===== src/rtl/conv_engine_param.sv =====
// Parametrised KxK 2D convolution engine: streams taps from pixel/weight SRAMs,
// accumulates one result per output pixel and writes it to the output SRAM.
module conv_engine_param #(
   parameter int IMG_W  = 5,
   parameter int IMG_H  = 5,
   parameter int K      = 3,
   parameter int PIX_W  = 9,
   parameter int WGT_W  = 8,
   parameter int ACC_W  = 20,
   parameter int ADDR_W = 10
) (
   input  logic              clk,
   input  logic              reset,
   input  logic              start,
   input  logic              stride2,
   input  logic              relu_en,
   output logic              pixel_req,
   output logic [ADDR_W-1:0] pixel_addr,
   input  logic [PIX_W-1:0]  pixel,
   output logic              weight_req,
   output logic [ADDR_W-1:0] weight_addr,
   input  logic [WGT_W-1:0]  weight,
   output logic              output_req,
   output logic [ADDR_W-1:0] output_addr,
   output logic [ACC_W-1:0]  output_data,
   output logic              busy,
   output logic              finish
);

   localparam logic [2:0] ST_IDLE  = 3'd0;
   localparam logic [2:0] ST_FETCH = 3'd1;
   localparam logic [2:0] ST_DRAIN = 3'd2;
   localparam logic [2:0] ST_WRITE = 3'd3;
   localparam logic [2:0] ST_DONE  = 3'd4;

   localparam logic [ADDR_W-1:0] K_LAST = ADDR_W'(K - 1);
   localparam logic [ADDR_W-1:0] OW_S1  = ADDR_W'(IMG_W - K + 1);
   localparam logic [ADDR_W-1:0] OH_S1  = ADDR_W'(IMG_H - K + 1);
   localparam logic [ADDR_W-1:0] OW_S2  = ADDR_W'((IMG_W - K) / 2 + 1);
   localparam logic [ADDR_W-1:0] OH_S2  = ADDR_W'((IMG_H - K) / 2 + 1);

   logic [2:0]              state;
   logic                    s2_q, relu_q;
   logic [ADDR_W-1:0]       kr, kc, orow, ocol;
   logic                    valid_q, tap0_q;
   logic signed [ACC_W-1:0] acc;
   logic signed [ACC_W-1:0] prod;

   logic [ADDR_W-1:0] out_w, out_h, row_base, col_base;
   logic [ADDR_W-1:0] pa_live, wa_live, oa_live;
   logic [ACC_W-1:0]  od_live;
   logic [ADDR_W-1:0] pa_hold, wa_hold, oa_hold;
   logic [ACC_W-1:0]  od_hold;
   logic              last_tap, last_out;

   always_comb begin
      out_w    = s2_q ? OW_S2 : OW_S1;
      out_h    = s2_q ? OH_S2 : OH_S1;
      row_base = s2_q ? {orow[ADDR_W-2:0], 1'b0} : orow;
      col_base = s2_q ? {ocol[ADDR_W-2:0], 1'b0} : ocol;
      pa_live  = (row_base + kr) * ADDR_W'(IMG_W) + col_base + kc;
      wa_live  = kr * ADDR_W'(K) + kc;
      oa_live  = orow * out_w + ocol;
      od_live  = (relu_q && acc[ACC_W-1]) ? '0 : acc;
      last_tap = (kr == K_LAST) && (kc == K_LAST);
      last_out = (orow == out_h - ADDR_W'(1)) && (ocol == out_w - ADDR_W'(1));
   end

   // Strobes decode straight from state; addresses/data fall back to the last
   // strobed value so they hold while the strobe is low.
   always_comb begin
      pixel_req   = (state == ST_FETCH);
      weight_req  = (state == ST_FETCH);
      output_req  = (state == ST_WRITE);
      busy        = (state != ST_IDLE);
      finish      = (state == ST_DONE);
      pixel_addr  = pixel_req  ? pa_live : pa_hold;
      weight_addr = weight_req ? wa_live : wa_hold;
      output_addr = output_req ? oa_live : oa_hold;
      output_data = output_req ? od_live : od_hold;
   end

   always_ff @(posedge clk or negedge reset) begin
      if (!reset) begin
         state  <= ST_IDLE;
         s2_q   <= 1'b0;
         relu_q <= 1'b0;
         kr     <= '0;
         kc     <= '0;
         orow   <= '0;
         ocol   <= '0;
      end else begin
         case (state)
            ST_IDLE: begin
               if (start) begin
                  s2_q   <= stride2;
                  relu_q <= relu_en;
                  kr     <= '0;
                  kc     <= '0;
                  orow   <= '0;
                  ocol   <= '0;
                  state  <= ST_FETCH;
               end
            end
            ST_FETCH: begin
               if (kc == K_LAST) begin
                  kc <= '0;
                  if (kr == K_LAST) begin
                     kr    <= '0;
                     state <= ST_DRAIN;
                  end else begin
                     kr <= kr + ADDR_W'(1);
                  end
               end else begin
                  kc <= kc + ADDR_W'(1);
               end
            end
            ST_DRAIN: state <= ST_WRITE;
            ST_WRITE: begin
               if (last_out) begin
                  state <= ST_DONE;
               end else begin
                  state <= ST_FETCH;
                  if (ocol == out_w - ADDR_W'(1)) begin
                     ocol <= '0;
                     orow <= orow + ADDR_W'(1);
                  end else begin
                     ocol <= ocol + ADDR_W'(1);
                  end
               end
            end
            ST_DONE: state <= ST_IDLE;
            default: state <= ST_IDLE;
         endcase
      end
   end

   // Multiplying in ACC_W bits is exact modulo 2^ACC_W even when ACC_W is
   // narrower than the full product.
   always_comb begin
      prod = ACC_W'($signed(pixel)) * ACC_W'($signed(weight));
   end

   always_ff @(posedge clk or negedge reset) begin
      if (!reset) begin
         valid_q <= 1'b0;
         tap0_q  <= 1'b0;
         acc     <= '0;
      end else begin
         valid_q <= (state == ST_FETCH);
         tap0_q  <= (state == ST_FETCH) && (kr == '0) && (kc == '0);
         if (valid_q) begin
            acc <= tap0_q ? prod : acc + prod;
         end
      end
   end

   always_ff @(posedge clk or negedge reset) begin
      if (!reset) begin
         pa_hold <= '0;
         wa_hold <= '0;
         oa_hold <= '0;
         od_hold <= '0;
      end else begin
         if (pixel_req)  pa_hold <= pa_live;
         if (weight_req) wa_hold <= wa_live;
         if (output_req) begin
            oa_hold <= oa_live;
            od_hold <= od_live;
         end
      end
   end

   // synthesis-neutral sanity: geometry must fit the image
   if (K > IMG_W || K > IMG_H) begin : g_bad_geometry
      illegal_kernel_size_for_image u_err ();
   end

endmodule


===== config.mk =====
export PLATFORM = sky130hd
export DESIGN_NAME = conv_engine_param
export DESIGN_NICKNAME = d
export VERILOG_FILES = /design/src/rtl/conv_engine_param.sv
export SDC_FILE = /design/constraint.sdc
export NUM_CORES = 1
export LEC_CHECK = 0
export ABC_AREA = 1
export CAP_MARGIN = 10
export CORE_MARGIN = 2
export CORE_UTILIZATION = 62
export CTS_CLUSTER_SIZE = 16
export DETAILED_ROUTE_END_ITERATION = 8
export GPL_TIMING_DRIVEN = 1
export PLACE_DENSITY = 0.84
export SYNTH_ARGS = -nofsm -noshare
export SYNTH_HDL_FRONTEND = slang
export SYNTH_SLANG_ARGS = --single-unit

===== constraint.sdc =====
create_clock -name clk -period 6.4 [get_ports clk]
set_input_delay 0.96 -clock clk [delete_from_list [all_inputs] [get_ports clk]]
set_output_delay 0.96 -clock clk [all_outputs]
set_load 0.05 [all_outputs]

==> Word-level counts from Yosys, hierarchy flattened <==
Index checks and enable logic that the tools add are counted.
{ "totals": {"inputBits": 22, "elab_cells": 84, "register_bits": 117, "out_inout_bits": 55} }
{ "op_classes": {"n_addsub": 11, "mux": 26, "reduce_logical": 16, "n_eq_ne": 13, "multipliers": 4} }
{ "ops": {"columns": ["cell", "n"], "rows": [
  ["10-bit two-way mux", 13],
  ["10-bit case mux with 2 select lines", 4],
  ["20-bit two-way mux", 3],
  ["10-bit adder", 5],
  ["10-bit by 1-bit adder with 10-bit output (second input constant)", 4],
  ["20-bit by 17-bit adder with 20-bit output", 1],
  ["10-bit equality test", 2],
  ["10-bit by 2-bit equality test with 1-bit output (second input constant)", 2],
  ["10-bit zero test", 2],
  ["9-bit by 8-bit multiplier with 17-bit output", 1],
  ["3-bit two-way mux", 4],
  ["3-bit case mux with 4 select lines", 1],
  ["10-bit by 2-bit multiplier with 10-bit output", 1],
  ["10-bit by 2-bit multiplier with 10-bit output (second input constant)", 1],
  ["10-bit by 3-bit multiplier with 10-bit output (second input constant)", 1],
  ["3-bit AND reduction", 3],
  ["3-bit by 2-bit equality test with 1-bit output (second input constant)", 2],
  ["2-bit by 1-bit != test with 1-bit output (second input constant)", 3],
  ["1-bit logical AND", 4],
  ["2-bit != test (second input constant)", 2],
  ["2-bit AND reduction", 2],
  ["4-bit AND reduction", 1],
  ["2-bit nonzero test", 2],
  ["3-bit by 1-bit equality test with 1-bit output (second input constant)", 1],
  ["5 further kinds", 5]
]} }

==> Logic depth before layout (Yosys ltp) <==
{ "depth": {"ltp_word": 6, "ltp_mapped": 33, "mapped_depth_nobuf": 32} }

==> Worst setup path after synthesis <==
Ideal clock, no wire load.
{ "synth_path": {"path_kind": "register -> output", "start": "register s2_q", "end": "output port pixel_addr[7]", "required_ps": 5440, "arrival_time_ps": 5291, "path_slack_ps": 149, "stages_incl_launch_ff": 24, "n_path_buf": 2, "path_cell_list": "dfrtp_1 -> buf_2 -> inv_1 -> clkbuf_1 -> ha_1 -> ha_1 -> fa_1 -> nand3_1 -> nand2_1 -> xnor2_1 -> inv_1 -> ha_1 -> inv_1 -> fa_1 -> inv_1 -> fa_1 -> ha_1 -> a21oi_1 -> nand2_1 -> nand2_1 -> nand2_1 -> a21oi_1 -> xor2_1 -> o21ai_0"} }
{ "synth_between": {"elab_chain_len": 6, "elab_cells_between_ends": 7, "classes_between": "add/sub (3); mul (1); mux (3)"} }
{ "synth_rtl": {"columns": ["element", "line_no", "rtl"], "rows": [
  ["start, declared", "43", "logic s2_q, relu_q;"],
  ["start signal, assigned", "96", "s2_q <= stride2;"],
  ["10-bit two-way mux", "59", "row_base = s2_q ? {orow[ADDR_W-2:0], 1'b0} : orow;"],
  ["10-bit adder", "61", "pa_live = (row_base + kr) * ADDR_W'(IMG_W) + col_base + kc;"],
  ["10-bit by 3-bit multiplier with 10-bit output", "61", null],
  ["10-bit adder (*) (2 in a row)", "61", null],
  ["10-bit two-way mux (*)", null, null],
  ["end, declared", "18", "output logic [ADDR_W-1:0] pixel_addr,"]
]} }
Mark *: on every way between the ends. The rest lies on a longest branch, timed or not.

==> Final worst setup path <==
{ "layout_path": {"start": "register s2_q", "end": "output port pixel_addr[9]"} }
Same word-level chain as after synthesis.

==> reports/metrics.cfg <==
[outcome]
status=complete, but fails checks
violations=negative setup slack

[power_and_ir_drop]
intPower_mw=3.642
vdd_drop_max_mv=0.7175
pwr_density_cell_nw_per_um2=449.6
fin_total_pwr_mw=6.790
swShare_pct=46.36
seqPwrFrac_pct=13.9
power.share.clock_pct=15.1
leakage_nw=7.993
p_sw_mw=3.148
p_comb_share_pct=71.0

[worst_setup_path]
cp.required_ps=5440
crit_fanout=12
cpMostUsedCell=nand3_1
end_kind=primary output
path_class=flop to primary output
cp_slowest_cell=fa_1
crit_buf_inv=6
startpoint_type=flop
arrival_ps=5490
crit_family=adder cells
slowest_delay_ps=570

[logic_synthesis]
ys_seq_elements=117
syn_nets=1945
syn_avg_cell_area_um2=7.322
yosysSeqAreaShare_pct=23.44
synthArstFlopShare_pct=100.0
ys.warnings.count=0
syn_area_um2=12490
synth_edf_count=0
syn_inst=1706
synth.distinct_cells=46
synth_top_flop_cell=dfrtp_1

[route]
routedWlPerCell_um=16.45
drt-initial-drc-count=1014
ant_nets=0
vias_per_cell=5.678
num_vias=12020
drt-total-wl_mm=34.83
drc_errors=0
drt_first_pass_iters=6

[global_routing]
grt_overflow=0
antenna_found_initial=0
grt_max_degree=71
grt_pass1_wl_mm=55.99
grt_use_total_pct=32.22
grt_pass1_vias=12153

[final_layout]
fin_nets=2078
regArea_um2=2937
final_util_pct=77.09
multi_input_area_um2=8451
fillers=1417
syn_to_final_growth_pct=20.89
design_area_um2=15100
num_antenna_cells=0
drive_above_1_share_pct=11.88

[placed_design]
portBuffers=76
gp_congestion=0.9459
dp_slack_ps=-196.2
dpl_cell_area_um2=13980
dp_hpwl_mm=24.60

[clocking]
clk_pin_slew_ps=60
cts_sinks=117
cts_inserted_buffers=17
cts_root_buf=clkbuf_16
cts_htree_levels=4
cts_tree=yes
cts-hold-fix-buffers=0
cts_max_path_buffers=2
insertion_delay_ps=440

[timing]
rsz0062_at_grt=yes
maxSlewViolCount=0
fin_worst_skew_ps=9.726
fin_crit_sh_pct=100.7
slew_headroom_pct=35.95
hold_viol_final=0
holdWs_ps=471.1
period_needed_ps=6447
tightest_slew_ps=957.7
fmax_ghz=0.1551
worst_slack_ps=-47.44
setup_violations=1

[hold_path]
hp-class=flop to flop

[die]
rows=51
die_h_um=145.9
dieWidth_um=145.9
start_util_pct=63.77
pin_count=77
fp.dieArea_um2=21300
core_area_um2=19590

[run]
drv_cap=0

==> metrics by stage <==
| step | instances | TNS [ps] |
|---|---|---|
| 2_1_floorplan | 1706 | 0 |
| 3_3_place_gp | 2073 | -746.8 |
| 3_5_place_dp | 2073 | -1342 |
| 4_1_cts | 2109 | 0 |
| 5_1_grt | 2117 | -475.7 |
| 6_report | 2117 | -47.44 |
==> cell usage after synthesis (4+ instances only) <==
master,number,area (µm²)
nand2_1,447,1678
inv_1,329,1235
ha_1,121,1514
dfrtp_1,117,2928
nor2_1,105,394.1
nand3_1,102,510.5
fa_1,96,1922
a21oi_1,79,395.4
o21ai_0,72,360.4
xor2_1,37,324.1
clkbuf_1,34,127.6
nand4_1,25,156.4
nor3_1,14,70.07
o21bai_1,13,97.59
or2_2,11,68.82
a31oi_1,10,62.56
o22ai_1,10,62.56
inv_2,8,30.03
xnor2_1,8,70.07
o21ai_1,7,35.03
nand3b_1,6,45.04
nor4_1,6,37.54
o211ai_1,5,37.54
buf_2,4,20.02
==> final timing paths <==
kind                                           start  slack [ps]  cells past startpoint                    to
worst max-delay path                s2_q$_DFFE_PN0P_         -50                     27         pixel_addr[9]
worst min-delay path            pa_hold[0]$_DFF_PN0_         470                      2  pa_hold[0]$_DFF_PN0_
worst max register to register      s2_q$_DFFE_PN0P_        1420                     26  pa_hold[9]$_DFF_PN0_
worst min register to register  pa_hold[0]$_DFF_PN0_         470                      2  pa_hold[0]$_DFF_PN0_
max in group asynchronous                      reset        4450                      2   orow[3]$_DFFE_PN0P_
min in group asynchronous                      reset         660                      1  wa_hold[1]$_DFF_PN0_
==> power by group through the flow <==
stage               Combinational (mW)  Sequential, mW  Clock, mW
floorplan                         2.96           0.904          0
global placement                  4.37           0.940          0
detailed placement                4.46           0.939          0
CTS                               4.51           0.929       1.02
global route                      5.47           0.947       1.06
finish                            4.82           0.942       1.03
==> area by class of cell <==
type / instances / area share (%)
Multi-Input combinational cell: 1206 / 55.96
Sequential cell: 117 / 19.44
Timing Repair Buffer: 157 / 9.818
Inverter: 340 / 8.484
Clock buffer: 21 / 3.115
Tap cell: 265 / 2.196
Clock inverter: 11 / 0.9859
==> per-layer routing <==
layer / GRT usage, % / wire (µm) / vias to the layer above
met5: 0 / 0 / -
met3: 4.796 / 2117 / 133
met2: 57.81 / 17930 / 542
li1: - / - / 5609
met4: 15.78 / 1442 / 0
met1: 37.66 / 13340 / 5736
==> registers in the layout (all words and copies together) (netlist names) <==
name	cells
acc	20
kc	10
kr	10
oa_hold	10
ocol	10
od_hold	20
orow	10
pa_hold	10
relu_q	1
s2_q	1
state	3
tap0_q	1
valid_q	1
wa_hold	10
==> cells in the final DEF, fill, tap and decap left out, types with 11 or more instances in the layout <==
master           count
buf_4               79
or2_2               11
nor2_1              92
nand2_1            439
o21ai_0             67
clkdlybuf4s50_1     61
ha_1               104
dfrtp_1            110
nor2_2              14
inv_1              324
a21oi_1             70
inv_2               11
nor3_1              13
nand2_2             11
nand4_1             25
fa_1                95
xor2_1              37
nand3_1            100
clkbuf_16           18
ha_4                16
==> logic make-up after synthesis <==
logic type | synth area share (%)
and+or+nand+nor | 24.91
buffers and inverters | 11.67
AOI/OAI and AO/OA | 9.325
DFF | 23.44
xor gates and xnor gates | 3.155
adders and majority gates | 27.50
==> worst reg2reg max path: cells and delay by family (launching register included) <==
family	cells	cell delay, ps
buf+inv	5	460
simple gates	12	1530
flops	1	450
compound gates	3	430
xor+xnor	1	200
fa+ha+maj	5	1840
==> what timing repair did <==
item,CTS,global route
pin swaps,2,20
setup endpoints to repair,2,14
buffers inserted,4,7
cloned,0,1
resized for setup,10,86
(Power assumes the default switching activity.)
